### src/rtl/dw_fifo_s1_df_wc.sv
// Single-clock FIFO with run-time programmable almost-empty/almost-full thresholds,
// a live word count and selectable show-ahead or registered read data.
module dw_fifo_s1_df_wc #(
  parameter int width    = 8,
  parameter int depth    = 8,
  parameter int err_mode = 0,
  parameter int rst_mode = 0,
  parameter int out_reg  = 0,
  localparam int cw      = $clog2(depth + 1)
) (
  input  logic             clk,
  input  logic             rst_n,
  input  logic             clr_n,
  input  logic             push_req_n,
  input  logic             pop_req_n,
  input  logic             diag_n,
  input  logic [cw-1:0]    ae_level,
  input  logic [cw-1:0]    af_level,
  input  logic [width-1:0] data_in,
  output logic             empty,
  output logic             almost_empty,
  output logic             half_full,
  output logic             almost_full,
  output logic             full,
  output logic [cw-1:0]    word_count,
  output logic             error,
  output logic [width-1:0] data_out
);

  localparam int pw = $clog2(depth);
  localparam logic [pw-1:0] ptr_last = pw'(depth - 1);
  localparam logic [cw-1:0] cnt_full = cw'(depth);
  localparam logic [cw-1:0] cnt_half = cw'((depth + 1) / 2);

  logic [width-1:0] mem [depth];
  logic [pw-1:0]    wr_ptr, rd_ptr;
  logic [cw-1:0]    count;
  logic             push, pop, is_empty, is_full;
  logic             do_push, do_pop, overflow, underflow;
  logic [cw:0]      af_sum;

  assign push      = !push_req_n;
  assign pop       = !pop_req_n;
  assign is_empty  = (count == '0);
  assign is_full   = (count == cnt_full);
  assign do_pop    = pop && !is_empty;
  // A pop on a full FIFO frees the slot the simultaneous push lands in.
  assign do_push   = push && (!is_full || pop);
  assign overflow  = push && is_full && !pop;
  assign underflow = pop && is_empty;

  function automatic logic [pw-1:0] ptr_inc(input logic [pw-1:0] p);
    return (p == ptr_last) ? '0 : p + pw'(1);
  endfunction

  always_ff @(posedge clk or negedge rst_n) begin
    if (!rst_n) begin
      wr_ptr <= '0;
      rd_ptr <= '0;
      count  <= '0;
    end else if (!clr_n) begin
      wr_ptr <= '0;
      rd_ptr <= '0;
      count  <= '0;
    end else begin
      if (do_push) wr_ptr <= ptr_inc(wr_ptr);
      if (do_pop)  rd_ptr <= ptr_inc(rd_ptr);
      if (do_push && !do_pop)      count <= count + cw'(1);
      else if (do_pop && !do_push) count <= count - cw'(1);
    end
  end

  if (rst_mode == 0) begin : g_mem_rst
    always_ff @(posedge clk or negedge rst_n) begin
      if (!rst_n) begin
        for (int i = 0; i < depth; i++) mem[i] <= '0;
      end else if (!clr_n) begin
        for (int i = 0; i < depth; i++) mem[i] <= '0;
      end else if (do_push) begin
        mem[wr_ptr] <= data_in;
      end
    end
  end else begin : g_mem_norst
    always_ff @(posedge clk) begin
      if (clr_n && do_push) mem[wr_ptr] <= data_in;
    end
  end

  if (err_mode == 0) begin : g_err_sticky
    // A fresh error outranks a diag clear in the same cycle.
    always_ff @(posedge clk or negedge rst_n) begin
      if (!rst_n)                    error <= 1'b0;
      else if (!clr_n)               error <= 1'b0;
      else if (overflow | underflow) error <= 1'b1;
      else if (!diag_n)              error <= 1'b0;
    end
  end else begin : g_err_pulse
    always_ff @(posedge clk or negedge rst_n) begin
      if (!rst_n)      error <= 1'b0;
      else if (!clr_n) error <= 1'b0;
      else             error <= overflow | underflow;
    end
  end

  if (out_reg == 0) begin : g_dout_comb
    assign data_out = mem[rd_ptr];
  end else begin : g_dout_reg
    always_ff @(posedge clk or negedge rst_n) begin
      if (!rst_n)      data_out <= '0;
      else if (!clr_n) data_out <= '0;
      else if (do_pop) data_out <= mem[rd_ptr];
    end
  end

  // Headroom compare done as a sum so af_level > depth saturates naturally.
  assign af_sum       = {1'b0, count} + {1'b0, af_level};
  assign empty        = is_empty;
  assign full         = is_full;
  assign almost_empty = (count <= ae_level);
  assign half_full    = (count >= cnt_half);
  assign almost_full  = (af_sum >= {1'b0, cnt_full});
  assign word_count   = count;

endmodule

### config.mk
export PLATFORM = sky130hd
export DESIGN_NAME = dw_fifo_s1_df_wc
export DESIGN_NICKNAME = d
export VERILOG_FILES = /design/src/rtl/dw_fifo_s1_df_wc.sv
export SDC_FILE = /design/constraint.sdc
export NUM_CORES = 1
export LEC_CHECK = 0
export ABC_AREA = 1
export CAP_MARGIN = 10
export CORE_ASPECT_RATIO = 1.2
export CORE_MARGIN = 2
export CORE_UTILIZATION = 35
export CTS_CLUSTER_DIAMETER = 150
export DETAILED_ROUTE_END_ITERATION = 8
export DONT_BUFFER_PORTS = 1
export GPL_ROUTABILITY_DRIVEN = 0
export SYNTH_ARGS = -nofsm -noshare
export SYNTH_HDL_FRONTEND = slang
export SYNTH_SLANG_ARGS = --single-unit
### constraint.sdc
create_clock -name clk -period 2.1 [get_ports clk]
set_input_delay 0.315 -clock clk [delete_from_list [all_inputs] [get_ports clk]]
set_output_delay 0.315 -clock clk [all_outputs]
set_load 0.005 [all_outputs]
==> run_results.csv <==
group,metric,value,unit
floorplan,initial_core_util,36.2,%
synthesis,synth_seq_area_share,46.8,%
synthesis,ys_ff_latch,75,
sta,worstMarginPinSlew,0.647,ns
routing,dr.first_iter.drc_count,204,
synthesis,synth_area_per_cell,8.86,um^2
routing,via_per_inst,5.25,
grt,grt.total_usage,16.7,%
hold_path,hold_path.class,"input port to register",
floorplan,coreArea,11100,um^2
grt,overflow,0,
power_and_ir_drop,leakagePower,1.97,nW
sta,final.setup.tns,0,ns
flow_run,maxCapViolCount,0,
routing,wire_per_inst,15.6,um
run_status,run_status,"finished, final reports clean",
synthesis,yosys.area.top_type,"dfrtp_1",
grt,grt_max_degree,76,
floorplan,die_y,121,um
clock_tree,htreeDepth,3,
cells_and_area,fin_nets,493,
power_and_ir_drop,internal-power,3.25,mW
clock_tree,clock_latency,0.33,ns
cells_and_area,fin_util,41.0,%
synthesis,synth_cell_types,30,
critical_path,critPathMaxFanout,6,
power_and_ir_drop,p_sw_share,33.5,%
floorplan,dieArea,12300,um^2
synthesis,synth_warnings,0,
sta,fin_crit_sh,94.6,%
critical_path,cp-end-kind,"output port",
power_and_ir_drop,p_total,4.88,mW
routing,drc,0,
power_and_ir_drop,comb_power_share,31.6,%
floorplan,die_w,102,um
sta,slew_headroom,56.9,%
critical_path,cpPeakStageDelay,0.36,ns
sta,max_freq,503,MHz
floorplan,num_rows,42,
sta,finClkSkew,0.00637,ns
synthesis,synthArstFlopShare,100,%
synthesis,synth_top_area_share,46.8,%
cells_and_area,antenna_cells,0,
routing,first_pass_iters,5,
critical_path,cp.required,1.78,ns
placement,dp_cells,596,
synthesis,ys.flop_type,"dfrtp_1",
clock_tree,cts_setup_buffers,0,
power_and_ir_drop,pwr-share-clk,35.6,%
cells_and_area,drive_gt1_share,10.9,%
critical_path,slowest_stage,"dfrtp_1",
critical_path,path_cells,"buf_4 > ha_1 > inv_1 > fa_1 > nand3_1 > o21ai_0 > nand2_1",
routing,routed_wirelength,9580,um
synthesis,synth-edff-count,0,
sta,period_needed,1.99,ns
critical_path,worst-endpoint-arrival,1.67,ns
clock_tree,clk_pin_slew,0.06,ns
cells_and_area,areaGrowthSynthToFinish,13.3,%
critical_path,start_kind,"register",
cells_and_area,final_cells,613,
placement,io_buffers,0,
routing,ant_nets,0,
synthesis,netlist_top_cells_count,"75 x dfrtp_1, 57 x o21ai_0, 53 x inv_1, 49 x nand3_1, 48 x nand2_1",
power_and_ir_drop,powerDensity,1070,nW/um^2
synthesis,synth_most_common_cell,"dfrtp_1",
routing,vias,3221,
power_and_ir_drop,pwr-share-seq,32.8,%
sta,finalSetupViolCount,0,
sta,setup_ws,0.113,ns
critical_path,worstSetupPathType,"register to output port",
synthesis,synthTopCellsByArea,"dfrtp_1 47%, o21ai_0 7.1%, nand3_1 6.1%",
sta,slew_viol_final,0,
synthesis,synthCells,453,
clock_tree,cts_buffer_depth,2,
clock_tree,root_buffer,"clkbuf_16",
floorplan,io_pins,40,
power_and_ir_drop,netSwitchingPower,1.63,mW
grt,grt_pass1_wl,16100,um
synthesis,syn_nets,491,
clock_tree,cts_num_sinks,75,
clock_tree,cts_buffers,9,
grt,grt_pass1_vias,3223,
placement,dp_slack,0.0901,ns
sta,rsz0062_at_grt,"false",
placement,dp_hpwl,6450,um
sta,hold_violations,0,
cells_and_area,fillCellCount,1085,
synthesis,syn_area,4010,um^2
clock_tree,cts_tree,"done",
power_and_ir_drop,ir_drop,430,uV
grt,antenna_found_initial,0,
[registers in the layout (all words and copies together), names as in the netlist]
| name | cells |
|---|---|
| rd_ptr | 3 |
| mem | 64 |
| wr_ptr | 3 |
| error | 1 |
| word_count | 4 |
[per-layer routing]
layer	wire length [um]	global-route usage, %	up-vias
li1	-	-	1554
met1	4190	21.3	1543
met2	4550	27.0	108
met3	619	4.15	16
met4	212	6.67	0
met5	0	0	-
[through the flow]
step	area [um^2]	hold WS (ns)
final	4550	0.152
after global routing	4550	0.154
after CTS	4520	0.137
after detailed placement	4150	0.0210
after global placement	4150	0.0210
after floorplan	4010	0.0194
[area by class of cell]
cell class | count | area [um^2] | area share [%]
sequential | 75 | 1880 | 41.3
clock inverter | 6 | 113 | 2.48
multi-input combinational | 300 | 1790 | 39.4
inverter | 56 | 214 | 4.71
tap | 154 | 193 | 4.24
timing repair buffer | 13 | 133 | 2.92
clock buffer | 9 | 225 | 4.95
[cell families after synthesis]
group,share of synthesized area (%)
AO/OA/AOI/OAI,20.7
buffers and inverters,9.04
XOR/XNOR,0.218
adder cells (fa/ha/maj),5.36
flip-flops,46.8
AND/OR/NAND/NOR,17.9
[cell usage in the layout, fill, tap and decap left out, drive strengths merged, types with 3 or more instances in the layout]
| master | instances |
|---|---|
| ha | 14 |
| dfrtp | 75 |
| nand2 | 60 |
| bufinv | 3 |
| nand3 | 50 |
| a21oi | 37 |
| clkbuf | 9 |
| o22ai | 32 |
| o21ai | 73 |
| buf | 12 |
| o21a | 8 |
| nor2 | 19 |
| inv | 56 |
[worst paths after layout]
check / start / end / slack, ns / depth (start not counted)
worst max-delay path: word_count[0]$_DFFE_PN0P_ / almost_full / 0.11 / 7
worst min-delay path: diag_n / error$_DFFE_PN0P_ / 0.15 / 2
worst max register to register: word_count[2]$_DFFE_PN0P_ / word_count[3]$_DFFE_PN0P_ / 0.23 / 13
worst min register to register: mem[29]$_DFFE_PN0P_ / mem[29]$_DFFE_PN0P_ / 0.51 / 2
max in group asynchronous: rst_n / word_count[2]$_DFFE_PN0P_ / 1.23 / 2
min in group asynchronous: rst_n / mem[27]$_DFFE_PN0P_ / 0.54 / 2
[power groups by stage]
stage / sequential, mW / clock (mW) / combinational, mW
2_1_floorplan: 1.65 / 0 / 1.06
3_3_place_gp: 1.61 / 0 / 1.46
3_5_place_dp: 1.62 / 0 / 1.48
4_1_cts: 1.59 / 1.78 / 1.52
5_1_grt: 1.61 / 1.85 / 1.74
6_report: 1.60 / 1.74 / 1.54
[critical path: cells and delay by family (launching register included)]
kind	cells	cell delay, ns
flip-flops	1	0.36
AO/OA/AOI/OAI	1	0.08
adder cells (fa/ha/maj)	2	0.53
buffers and inverters	2	0.21
AND/OR/NAND/NOR	2	0.17
[timing repair]
action	in CTS	in global routing
endpoints found under the setup margin	0	2
hold buffers	2	0
gates resized for setup	0	4
endpoints found under the hold margin	75	0
No activity file was read; power rests on OpenSTA's default activity.
